[src/rtl/adc_stim_pkg.sv]
// Shared types and constants for the ADC stimulus generator.
//   mode_t    : waveform select (constant, ramp, triangle, LFSR)
//   state_t   : run-control FSM states
//   LFSR_TAPS : tap mask for x^16+x^14+x^13+x^11+1, left-shifting Fibonacci form
//   lfsr_next : one LFSR step
package adc_stim_pkg;

    typedef enum logic [1:0] {
        MODE_CONST = 2'd0,
        MODE_RAMP  = 2'd1,
        MODE_TRI   = 2'd2,
        MODE_LFSR  = 2'd3
    } mode_t;

    typedef enum logic [1:0] {
        ST_INIT = 2'd0,
        ST_IDLE = 2'd1,
        ST_RUN  = 2'd2
    } state_t;

    localparam logic [15:0] LFSR_TAPS     = 16'hB400;
    localparam logic [15:0] LFSR_SEED_DEF = 16'hACE1;

    // Shift left; the new LSB is the parity of the tapped bits.
    function automatic logic [15:0] lfsr_next(input logic [15:0] s);
        return {s[14:0], ^(s & LFSR_TAPS)};
    endfunction

endpackage

[src/rtl/adc_stim_gen_if.sv]
// Control and sample bus of the ADC stimulus generator.
//   i_en      : run enable
//   i_mode    : waveform select (see adc_stim_pkg::mode_t)
//   i_div     : sample period minus one, in clocks
//   i_const   : value emitted in constant mode
//   o_data    : packed samples, channel ch at [ch*DATA_W +: DATA_W]
//   o_valid   : one-cycle strobe marking a new o_data
// master = stimulus/control side, slave = generator.
interface adc_stim_gen_if #(
    parameter int unsigned DATA_W = 14,
    parameter int unsigned NUM_CH = 4,
    parameter int unsigned DIV_W  = 16
);
    logic                     i_en;
    logic [1:0]               i_mode;
    logic [DIV_W-1:0]         i_div;
    logic [DATA_W-1:0]        i_const;
    logic [NUM_CH*DATA_W-1:0] o_data;
    logic                     o_valid;

    modport master (output i_en, i_mode, i_div, i_const, input o_data, o_valid);
    modport slave  (input i_en, i_mode, i_div, i_const, output o_data, o_valid);
endinterface

[src/rtl/adc_stim_chan.sv]
// One generator channel: ramp/triangle counter, direction bit and LFSR.
//   i_clk, i_rst : clock, synchronous active-low reset
//   i_tick       : emit a sample and advance the active generator
//   i_reinit     : with i_tick, restart all generators from their initial values
//   i_mode       : active waveform
//   i_const      : constant-mode value
//   i_ch         : channel index (offsets counter start and LFSR seed)
//   o_sample     : registered sample
module adc_stim_chan
    import adc_stim_pkg::*;
#(
    parameter int unsigned DATA_W    = 14,
    parameter logic [15:0] LFSR_SEED = LFSR_SEED_DEF
) (
    input  logic              i_clk,
    input  logic              i_rst,
    input  logic              i_tick,
    input  logic              i_reinit,
    input  mode_t             i_mode,
    input  logic [DATA_W-1:0] i_const,
    input  logic [2:0]        i_ch,
    output logic [DATA_W-1:0] o_sample
);
    localparam logic [DATA_W-1:0] MAX = '1;
    localparam logic [DATA_W-1:0] ONE = DATA_W'(1);

    logic [DATA_W-1:0] init_cnt, cnt_q, cnt_d, cur_cnt, sample_q, sample_d;
    logic [15:0]       init_lfsr, lfsr_q, lfsr_d, cur_lfsr;
    logic              up_q, up_d, cur_up;

    assign init_cnt  = DATA_W'(i_ch);
    assign init_lfsr = LFSR_SEED ^ {13'd0, i_ch};

    // Reinit takes effect in the same tick, so that tick emits initial values.
    assign cur_cnt  = i_reinit ? init_cnt  : cnt_q;
    assign cur_up   = i_reinit ? 1'b1      : up_q;
    assign cur_lfsr = i_reinit ? init_lfsr : lfsr_q;

    always_comb begin
        cnt_d    = cnt_q;
        up_d     = up_q;
        lfsr_d   = lfsr_q;
        sample_d = sample_q;
        if (i_tick) begin
            cnt_d  = cur_cnt;
            up_d   = cur_up;
            lfsr_d = cur_lfsr;
            unique case (i_mode)
                MODE_CONST: sample_d = i_const;
                MODE_RAMP: begin
                    sample_d = cur_cnt;
                    cnt_d    = cur_cnt + ONE;
                end
                MODE_TRI: begin
                    sample_d = cur_cnt;
                    // Turn around on the endpoint itself so it is emitted once.
                    if (cur_up) begin
                        if (cur_cnt == MAX) begin
                            up_d  = 1'b0;
                            cnt_d = cur_cnt - ONE;
                        end else begin
                            cnt_d = cur_cnt + ONE;
                        end
                    end else begin
                        if (cur_cnt == '0) begin
                            up_d  = 1'b1;
                            cnt_d = cur_cnt + ONE;
                        end else begin
                            cnt_d = cur_cnt - ONE;
                        end
                    end
                end
                MODE_LFSR: begin
                    sample_d = cur_lfsr[DATA_W-1:0];
                    lfsr_d   = lfsr_next(cur_lfsr);
                end
            endcase
        end
    end

    always_ff @(posedge i_clk) begin
        if (!i_rst) begin
            cnt_q    <= init_cnt;
            up_q     <= 1'b1;
            lfsr_q   <= init_lfsr;
            sample_q <= '0;
        end else begin
            cnt_q    <= cnt_d;
            up_q     <= up_d;
            lfsr_q   <= lfsr_d;
            sample_q <= sample_d;
        end
    end

    assign o_sample = sample_q;

endmodule

[src/rtl/adc_stim_gen.sv]
// Multi-channel ADC stimulus generator top: run FSM, sample-rate divider,
// mode-change detection and NUM_CH generator channels.
//   i_clk : sole clock
//   i_rst : synchronous active-low reset
//   bus   : control inputs and sample outputs (adc_stim_gen_if.slave)
module adc_stim_gen
    import adc_stim_pkg::*;
#(
    parameter int unsigned DATA_W    = 14,
    parameter int unsigned NUM_CH    = 4,
    parameter int unsigned DIV_W     = 16,
    parameter logic [15:0] LFSR_SEED = LFSR_SEED_DEF
) (
    input  logic           i_clk,
    input  logic           i_rst,
    adc_stim_gen_if.slave  bus
);
    localparam logic [DIV_W-1:0] DIV_ONE = DIV_W'(1);

    state_t                   state_q, state_d;
    logic [DIV_W-1:0]         cnt_q, cnt_d;
    mode_t                    mode_q, mode_in;
    logic                     valid_q;
    logic                     tick, reinit;
    logic [NUM_CH*DATA_W-1:0] data;

    assign mode_in = mode_t'(bus.i_mode);

    // >= rather than == so lowering i_div below the count ticks at once.
    assign tick   = (state_q == ST_RUN) && bus.i_en && (cnt_q >= bus.i_div);
    assign reinit = tick && (mode_in != mode_q);

    always_comb begin
        state_d = state_q;
        unique case (state_q)
            ST_INIT: state_d = ST_IDLE;
            ST_IDLE: if (bus.i_en)  state_d = ST_RUN;
            ST_RUN:  if (!bus.i_en) state_d = ST_IDLE;
            default: state_d = ST_INIT;
        endcase
    end

    // Counter is zero whenever not running, which also covers entry to RUN.
    always_comb begin
        cnt_d = '0;
        if ((state_q == ST_RUN) && bus.i_en) begin
            cnt_d = tick ? '0 : cnt_q + DIV_ONE;
        end
    end

    always_ff @(posedge i_clk) begin
        if (!i_rst) begin
            state_q <= ST_INIT;
            cnt_q   <= '0;
            mode_q  <= MODE_CONST;
            valid_q <= 1'b0;
        end else begin
            state_q <= state_d;
            cnt_q   <= cnt_d;
            valid_q <= tick;
            if (tick) begin
                mode_q <= mode_in;
            end
        end
    end

    for (genvar ch = 0; ch < NUM_CH; ch++) begin : g_chan
        adc_stim_chan #(
            .DATA_W    (DATA_W),
            .LFSR_SEED (LFSR_SEED)
        ) u_chan (
            .i_clk    (i_clk),
            .i_rst    (i_rst),
            .i_tick   (tick),
            .i_reinit (reinit),
            .i_mode   (mode_in),
            .i_const  (bus.i_const),
            .i_ch     (3'(ch)),
            .o_sample (data[ch*DATA_W +: DATA_W])
        );
    end

    assign bus.o_data  = data;
    assign bus.o_valid = valid_q;

endmodule

[src/flat_wrapper.sv]
// flat-port wrapper written by rule: the top's interface ports become plain ports
module adc_stim_gen_flat import adc_stim_pkg::*;
#(
    parameter int unsigned DATA_W    = 14,
    parameter int unsigned NUM_CH    = 4,
    parameter int unsigned DIV_W     = 16,
    parameter logic [15:0] LFSR_SEED = LFSR_SEED_DEF
)
  (i_clk, i_rst, bus_i_en, bus_i_mode, bus_i_div, bus_i_const, bus_o_data, bus_o_valid);
  adc_stim_gen_if #(.DATA_W(DATA_W), .NUM_CH(NUM_CH), .DIV_W(DIV_W)) bus_i ();
  input  logic i_clk;
  input  logic i_rst;
  input wire logic [$bits(bus_i.i_en)-1:0] bus_i_en;
  input wire logic [$bits(bus_i.i_mode)-1:0] bus_i_mode;
  input wire logic [$bits(bus_i.i_div)-1:0] bus_i_div;
  input wire logic [$bits(bus_i.i_const)-1:0] bus_i_const;
  output wire logic [$bits(bus_i.o_data)-1:0] bus_o_data;
  output wire logic [$bits(bus_i.o_valid)-1:0] bus_o_valid;
  assign bus_i.i_en = bus_i_en;
  assign bus_i.i_mode = bus_i_mode;
  assign bus_i.i_div = bus_i_div;
  assign bus_i.i_const = bus_i_const;
  assign bus_o_data = bus_i.o_data;
  assign bus_o_valid = bus_i.o_valid;
  adc_stim_gen #(.DATA_W(DATA_W), .NUM_CH(NUM_CH), .DIV_W(DIV_W), .LFSR_SEED(LFSR_SEED)) u_core (.i_clk(i_clk), .i_rst(i_rst), .bus(bus_i));
endmodule
[config.mk]
export PLATFORM = sky130hd
export DESIGN_NAME = adc_stim_gen_flat
export DESIGN_NICKNAME = d
export VERILOG_FILES = /design/src/rtl/adc_stim_pkg.sv /design/src/rtl/adc_stim_gen_if.sv /design/src/rtl/adc_stim_chan.sv /design/src/rtl/adc_stim_gen.sv /design/src/flat_wrapper.sv
export SDC_FILE = /design/constraint.sdc
export NUM_CORES = 1
export LEC_CHECK = 0
export BUFFER_PORTS_ARGS = -buffer_cell sky130_fd_sc_hd__buf_4
export CORE_UTILIZATION = 55
export CTS_CLUSTER_SIZE = 25
export DETAILED_ROUTE_END_ITERATION = 10
export GPL_TIMING_DRIVEN = 1
export PLACE_DENSITY = 0.77
export SYNTH_ARGS = -nofsm -noshare
export SYNTH_HDL_FRONTEND = slang
export SYNTH_SLANG_ARGS = --single-unit
[constraint.sdc]
create_clock -name i_clk -period 5.18 [get_ports i_clk]
set_input_delay 0.518 -clock i_clk [delete_from_list [all_inputs] [get_ports i_clk]]
set_output_delay 0.518 -clock i_clk [all_outputs]
set_load 0.1 [all_outputs]
==> results of run 1 <==
==> stage by stage <==
| stage | power [mW] | setup slack, ns | instance area [µm²] | cells | util, % |
|---|---|---|---|---|---|
| after floorplan | 1.69 | 0.307 | 11800 | 1594 | - |
| after global placement | 1.77 | 0.326 | 12700 | 1853 | 60.2 |
| after detailed placement | 1.77 | 0.161 | 12700 | 1853 | 60.2 |
| after CTS | 3.33 | 0.393 | 13400 | 1892 | 63.6 |
| after global routing | 3.41 | 0.0768 | 13400 | 1892 | 63.6 |
| final | 3.33 | 0.296 | 13400 | 1892 | 63.6 |
==> routing by layer <==
| layer | global-route usage (%) | up-vias |
|---|---|---|
| li1 | - | 5778 |
| met5 | 0 | - |
| met2 | 53.8 | 726 |
| met1 | 48.6 | 5910 |
| met3 | 8.74 | 146 |
| met4 | 18.2 | 0 |
==> cell type report <==
type                            count  share of cell area, %
Multi-Input combinational cell   1201                   53.3
Clock inverter                      7                  0.420
Timing Repair Buffer              131                   7.43
Clock buffer                       32                   4.99
Inverter                           45                   1.26
Tap cell                          275                   2.57
Sequential cell                   201                   30.0
==> power by group through the flow <==
stage	Sequential [mW]	Combinational, mW	Clock [mW]
floorplan	1.58	0.110	0
global placement	1.58	0.186	0
detailed placement	1.58	0.188	0
CTS	1.55	0.189	1.59
global route	1.55	0.208	1.65
finish	1.55	0.196	1.58
==> cells by family (layout without fill, tap and decap cells) <==
logic type      Yosys count  after routing
compound gates          581            581
xor+xnor                 59             59
fa+ha+maj                30             30
buf+inv                 192            215
flops                   201            201
mux                       6              6
simple gates            525            525
==> state kept, by name (all words and copies together) (netlist names) <==
signal / flops
u_core.bus.o_valid: 1
u_core.cnt_q: 16
u_core.g_chan.u_chan.cnt_q: 56
u_core.g_chan.u_chan.lfsr_q: 64
u_core.g_chan.u_chan.o_sample: 56
u_core.g_chan.u_chan.up_q: 4
u_core.mode_q: 2
u_core.state_q: 2
==> how the worst min path moves through the flow <==
stage | to | depth (start not counted) | start | slack [ns]
after detailed placement | u_core.g_chan[1].u_chan.lfsr_q[14] | 2 | u_core.g_chan[1].u_chan.lfsr_q[14] | 0.45
after floorplan | u_core.g_chan[0].u_chan.lfsr_q[14] | 2 | u_core.g_chan[0].u_chan.lfsr_q[14] | 0.43
after CTS | u_core.state_q[1] | 2 | bus_i_en | 0.23
final | u_core.state_q[1] | 2 | bus_i_en | 0.24
after global routing | u_core.state_q[1] | 2 | bus_i_en | 0.27
after global placement | u_core.g_chan[0].u_chan.lfsr_q[14] | 2 | u_core.g_chan[0].u_chan.lfsr_q[14] | 0.44
==> synth_stat cells (5+ instances only) <==
| master | number | area (µm²) |
|---|---|---|
| a21bo_2 | 23 | 230 |
| a311oi_1 | 5 | 43.8 |
| nor4_1 | 16 | 100 |
| a31oi_1 | 15 | 93.8 |
| mux2i_1 | 5 | 50.1 |
| o21a_1 | 9 | 67.6 |
| or3_1 | 9 | 56.3 |
| or4_1 | 8 | 60.1 |
| nand3_1 | 55 | 275 |
| xor2_1 | 33 | 289 |
| nand3b_1 | 6 | 45.0 |
| a211o_1 | 5 | 43.8 |
| a211oi_1 | 7 | 52.6 |
| o21ai_0 | 164 | 821 |
| inv_1 | 43 | 161 |
| o211ai_1 | 8 | 60.1 |
| a21o_1 | 11 | 82.6 |
| o21ai_1 | 9 | 45.0 |
| a221oi_1 | 6 | 52.6 |
| dfxtp_1 | 201 | 4020 |
| clkbuf_1 | 126 | 473 |
| a32oi_1 | 6 | 52.6 |
| nor2_1 | 148 | 556 |
| nand2b_1 | 5 | 31.3 |
| and2_1 | 7 | 43.8 |
| buf_1 | 8 | 30.0 |
| and3_1 | 28 | 175 |
| xnor2_1 | 26 | 228 |
| buf_2 | 13 | 65.1 |
| nor3b_1 | 5 | 37.5 |
| a22o_1 | 24 | 210 |
| o31ai_1 | 5 | 37.5 |
| ha_1 | 29 | 363 |
| o22ai_1 | 31 | 194 |
| a22oi_1 | 21 | 158 |
| nand2_1 | 164 | 616 |
| a21oi_1 | 178 | 891 |
| nor3_1 | 30 | 150 |
| nand4_1 | 22 | 138 |
==> critical path: cells and delay by family, from the launching register on <==
kind                     cells  cell delay, ns
AO/OA/AOI/OAI                9            2.43
AND/OR/NAND/NOR              5            1.48
flip-flops                   1            0.40
adder cells (fa/ha/maj)      2            0.47
==> qor.yml, run 1 <==
yosys:
  synthArstFlopShare_pct: 0
  syn_avg_cell_area_um2: 7.43
  synthAdderAreaFrac_pct: 3.15
  synthFlopType: "dfxtp_1"
  yosysWarningCount: 0
  synth-compound-area-share_pct: 30.8
  synth-edff-count: 0
  syn_area_um2: 11800
  yosysUniqueCellTypes: 84
  yosys.area_share.simple_pct: 21.0
  synth_top_family_by_area: "compound AO/OA/AOI/OAI gates"
  synth_mux_area_share_pct: 0.518
  syn_nets: 1658
  synth_xor_xnor_area_share_pct: 4.36
  seq_area_frac_synth_pct: 34.0
  syn_inst: 1594
  ys_ff_latch: 201
global_routing:
  antenna_found_initial: 0
  track_usage_pct: 36.2
  grt_pass1_vias: 11400
  grt_pass1_wl_um: 62800
  grt_max_degree: 61
  grt-ovfl-total: 0
critical_path:
  crit_fanout: 12
  reg2reg_to: "u_core.g_chan[2].u_chan.cnt_q[8]"
  crit_start: "u_core.cnt_q[13]"
  cp_cell_sequence: "ha_1 -> a21o_1 -> a21o_1 -> a2111o_1 -> nor3_4 -> nor2_4 -> nor2_1 -> ha_1 -> or4b_1 -> nor4b_2 -> o21bai_1 -> o21ai_1 -> o21ai_1 -> o32ai_1 -> o22ai_1 -> o22ai_1"
  end_kind: "register"
  start_kind: "register"
  reg2reg_setup_slack_ns: 0.30
  worstSetupEndpoint: "u_core.g_chan[2].u_chan.cnt_q[8]"
  crit_required_ns: 5.61
  critPathMaxStageDelay_ns: 0.54
  critPathSlowestCell: "a2111o_1"
  reg2reg_depth: 16
  cp.arrival_ns: 5.32
  r2r_start: "u_core.cnt_q[13]"
  path_class: "register to register"
timing:
  tightest_slew_ns: 1.32
  slew_headroom_pct: 11.7
  clock_skew_ns: 0.0143
  worst_hold_slack_ns: 0.243
  finalHoldViolCount: 0
  setup_tns_ns: 0
  slew_violations: 0
  max_clock_freq_mhz: 205
  finalCritPeriodShare_pct: 94.3
  setup_violations: 0
  rsz0062_at_grt: "no"
  period_minus_slack_ns: 4.88
power:
  clockPowerShare_pct: 47.6
  powerDensity_nw_per_um2: 248
  netSwitchingFraction_pct: 24.7
  p_sw_mw: 0.822
  pwr-share-seq_pct: 46.5
  vdd_ir_drop_max_v: 0.000255
  combPwrFrac_pct: 5.9
  power.leakage_nw: 5.07
  internal_power_mw: 2.51
flow_run:
  drv_cap: 0
floorplanning:
  die_area_um2: 22100
  ios: 92
  rows: 53
  floorplan.initialDensity_pct: 56.1
  core_um2: 21100
  die_x_um: 149
  die_h_um: 149
drt:
  first_pass_iters: 7
  vias: 12600
  drt-vias-per-instance: 6.64
  wl_met2_um: 17500
  top_layer: "met4"
  wl_met1_um: 16400
  drt_iter0_markers: 1247
  ant_nets: 0
  wl_um: 40600
  wl_met3_um: 4590
  drc: 0
  wire_per_inst_um: 21.5
clock_network:
  clk_latency_ns: 0.53
  hold_buffers: 0
  numClockSinks: 201
  post_cts_buffers: 0
  root_buffer: "clkbuf_16"
  htree_levels: 1
  cts_resized: 0
  cts_buffer_depth: 3
  path_clk_slew_ns: 0.06
  cts_tree: "yes"
  numCtsBuffers: 23
cells_and_area:
  antenna_cells: 0
  nets: 1667
  drive_above_1_share_pct: 13.4
  ff_latch_area_um2: 4020
  mostFrequentLayoutCell: "dfxtp_1"
  fill_cells: 1899
  area_delta_synth_final_pct: 13.3
  multi_input_area_um2: 7150
  mostFrequentLayoutCells: "dfxtp_1 (201), a21oi_1 (178), nand2_1 (164), o21ai_0 (164), nor2_1 (146)"
place:
  gp_congestion: 0.947
  io_buffer_count: 91
  dpl.hpwl_um: 27700
run_status:
  status: "finished, final reports clean"
worst_hold_path:
  hold_class: "input pin to register"
No activity file was read; power rests on OpenSTA's default activity.
==> run 2, diff against run 1 <==
Settings changed: ABC_AREA set to 1, CORE_UTILIZATION 55 to 56, PLACE_DENSITY 0.77 to 0.78.
==> qor.yml, run 2 <==
place:
  dpl.hpwl_um: 28900  # +4.4%
  dpl-instance-area_um2: 14500  # +14%
  io_buffer_count: 91  # unchanged
  gp_congestion: 0.950  # +0.36%
timing:
  setup_violations: 0  # unchanged
  slew_headroom_pct: 38.1  # +26 points
  clock_skew_ns: 0.0155  # +0.00115 ns
  period_minus_slack_ns: 3.95  # -0.935 ns
  tightest_slew_ns: 0.929  # -0.391 ns
  rsz0062_at_grt: "no"
  setup_tns_ns: 0  # unchanged
  finalHoldViolCount: 0  # unchanged
  finalCritPeriodShare_pct: 76.2  # -18 points
  slew_violations: 0  # unchanged
  max_clock_freq_mhz: 253  # +24%
clock_network:
  root_buffer: "clkbuf_16"
  htree_levels: 1  # unchanged
  cts_resized: 0  # unchanged
  numClockSinks: 201  # unchanged
  cts_buffer_depth: 3  # unchanged
  cts_tree: "yes"
  clk_latency_ns: 0.54  # about the same
  hold_buffers: 0  # unchanged
  path_clk_slew_ns: 0.06  # about the same
  post_cts_buffers: 0  # unchanged
  numCtsBuffers: 23  # unchanged
cells_and_area:
  antenna_cells: 0  # unchanged
  final_area_um2: 15300  # +14%
  drive_above_1_share_pct: 10.3  # -3.1 points
  mostFrequentLayoutCells: "nand2_1 (609), o21ai_0 (226), a21oi_1 (223)"
  area_delta_synth_final_pct: 10.6
  mostFrequentLayoutCell: "nand2_1"
  nets: 2293  # +38%
  top_register: "u_core.g_chan.u_chan.lfsr_q"
  largest_register_ffs: 64  # unchanged
  final_util_pct: 63.0  # -0.64 points
floorplanning:
  floorplan.initialDensity_pct: 56.9  # +0.76 points
  die_x_um: 159  # +6.9%
  die_area_um2: 25300  # +14%
  core_um2: 24200  # +15%
  rows: 57  # +7.5%
  die_h_um: 159  # +6.9%
  ios: 92  # unchanged
critical_path:
  critPathSlowestCell: "nand3_4"
  critical_path_buf_inv_count: 0  # unchanged
  path_class: "register to register"
  crit_top_cell: "nand2_1"
  crit_fanout: 53  # +41
  cp_cell_sequence: "ha_1 -> nand2_1 -> nor2_1 -> nor2_1 -> nand2_1 -> nand2_1 -> nand2_1 -> nand2_1 -> nand2_2 -> nand3_4 -> nand2_1 -> ha_1 -> nand4_1 -> nor2_2 -> nand2_1 -> nand2_1 -> nand2_1 -> nand2_1 -> nand2_4 -> nand2_1 -> nand2_1 -> nand2_1 -> a21oi_1"
  cp_top_family: "simple AND/OR/NAND/NOR gates"
  critPathMaxStageDelay_ns: 0.46  # -0.08 ns
  start_kind: "register"
  crit_required_ns: 5.55  # -0.06 ns
  cp.arrival_ns: 4.32  # -1.00 ns
  end_kind: "register"
global_routing:
  track_usage_pct: 32.7  # -3.5 points
  antenna_found_initial: 0  # unchanged
  grt-ovfl-total: 0  # unchanged
  grt_pass1_vias: 13400  # +18%
  grt_pass1_wl_um: 68700  # +9.5%
  grt_max_degree: 95  # +56%
yosys:
  netlist_top_cells_area: "dfxtp_1 (29%), nand2_1 (17%), o21ai_0 (8.2%)"
  yosysTopAreaCell: "dfxtp_1"
  syn_nets: 2294  # +38%
  syn_avg_cell_area_um2: 6.19  # -17%
  seq_area_frac_synth_pct: 29.2  # -4.8 points
  synthArstFlopShare_pct: 0  # unchanged
  ys_ff_latch: 201  # unchanged
  yosysUniqueCellTypes: 44  # -48%
  syn_area_um2: 13800  # +17%
  synth_top_area_share_pct: 29.2  # -4.8 points
  yosysWarningCount: 0  # unchanged
  synth-edff-count: 0  # unchanged
  yosysMostFrequentCell: "nand2_1"
  synth_common_cells: "nand2_1 (610), o21ai_0 (226), a21oi_1 (223), nand3_1 (220), inv_1 (203)"
  synthFlopType: "dfxtp_1"
  syn_inst: 2230  # +40%
flow_run:
  drv_cap: 0  # unchanged
worst_hold_path:
  hold_class: "input pin to register"
power:
  vdd_ir_drop_max_v: 0.000214  # -16%
  powerDensity_nw_per_um2: 232  # -6.4%
  p_total_mw: 3.54  # +6.5%
  power.leakage_nw: 7.03  # +39%
drt:
  wl_um: 42700  # +5.2%
  vias: 15200  # +21%
  drc: 0  # unchanged
  ant_nets: 0  # unchanged
  drt_iter0_markers: 1699  # +36%
  wire_per_inst_um: 16.6  # -22%
  drt-vias-per-instance: 5.91  # -11%
  first_pass_iters: 5  # -2
run_status:
  status: "finished, final reports clean"
[run 2: cell count changes in the layout (fill, tap and decap cells not counted), sizes merged, moves of 27 or more]
cell   previous run  this run
inv              46       215
nand3            56       224
a21oi           180       223
nand2           164       630
and3             28         1
o22ai            31         1
o21ai           173       254
nor2            149       109
[run 2: layout make-up]
| type | instances | area [µm²] |
|---|---|---|
| Timing Repair Buffer | 112 | 853 |
| Sequential cell | 201 | 4020 |
| Fill cell | 2303 | 8980 |
| Clock buffer | 31 | 666 |
| Inverter | 215 | 810 |
| Multi-Input combinational cell | 1676 | 8370 |
| Tap cell | 324 | 405 |
| Clock inverter | 8 | 136 |
[run 2: worst min-delay path, cell delays in order]
cell and delay (ns):
buf_4 0.12, nand3b_1 0.07, o21ai_0 0.06
[run 2: final timing paths]
kind,startpoint,endpoint,slack [ns],depth (start not counted)
setup / recovery,u_core.cnt_q[3],u_core.g_chan[3].u_chan.cnt_q[6],1.23,23
hold / removal,bus_i_en,u_core.state_q[1],0.29,3
setup reg to reg,u_core.cnt_q[3],u_core.g_chan[3].u_chan.cnt_q[6],1.23,23
hold reg to reg,u_core.cnt_q[0],u_core.cnt_q[0],0.46,1
[run 2: cells by family (layout without fill, tap and decap cells)]
logic type / after synthesis / count (layout) / synth area share (%)
AO/OA/AOI/OAI: 553 / 553 / 21.7
AND/OR/NAND/NOR: 1028 / 1028 / 32.0
buffers and inverters: 353 / 366 / 10.3
XOR/XNOR: 66 / 66 / 4.19
flip-flops: 201 / 201 / 29.2
adder cells (fa/ha/maj): 29 / 29 / 2.63
[run 2: where the power goes]
part | switching [mW] | internal [mW] | leakage, nW | total (mW)
Sequential | 0.000987 | 1.55 | 1.62 | 1.55
Combinational | 0.186 | 0.0702 | 5.02 | 0.256
Clock | 0.688 | 1.05 | 0.393 | 1.74
Total | 0.875 | 2.67 | 7.03 | 3.54
[run 2: layer usage]
layer	share of wire, %	routed length [µm]	up-vias	GRT usage (%)
met4	2.9	1250	0	10.3
li1	-	-	7377	-
met3	9.0	3850	88	6.33
met2	44	18600	661	51.2
met5	0	0	-	0
met1	45	19000	7036	45.3
[run 2: through the flow]
step           hold WS (ns)  cells  setup slack, ns
2_1_floorplan         0.428   2230             1.64
5_1_grt               0.297   2567            0.859
4_1_cts               0.279   2567             1.26
3_3_place_gp          0.434   2528             1.04
6_report              0.288   2567             1.23
3_5_place_dp          0.446   2528            0.990
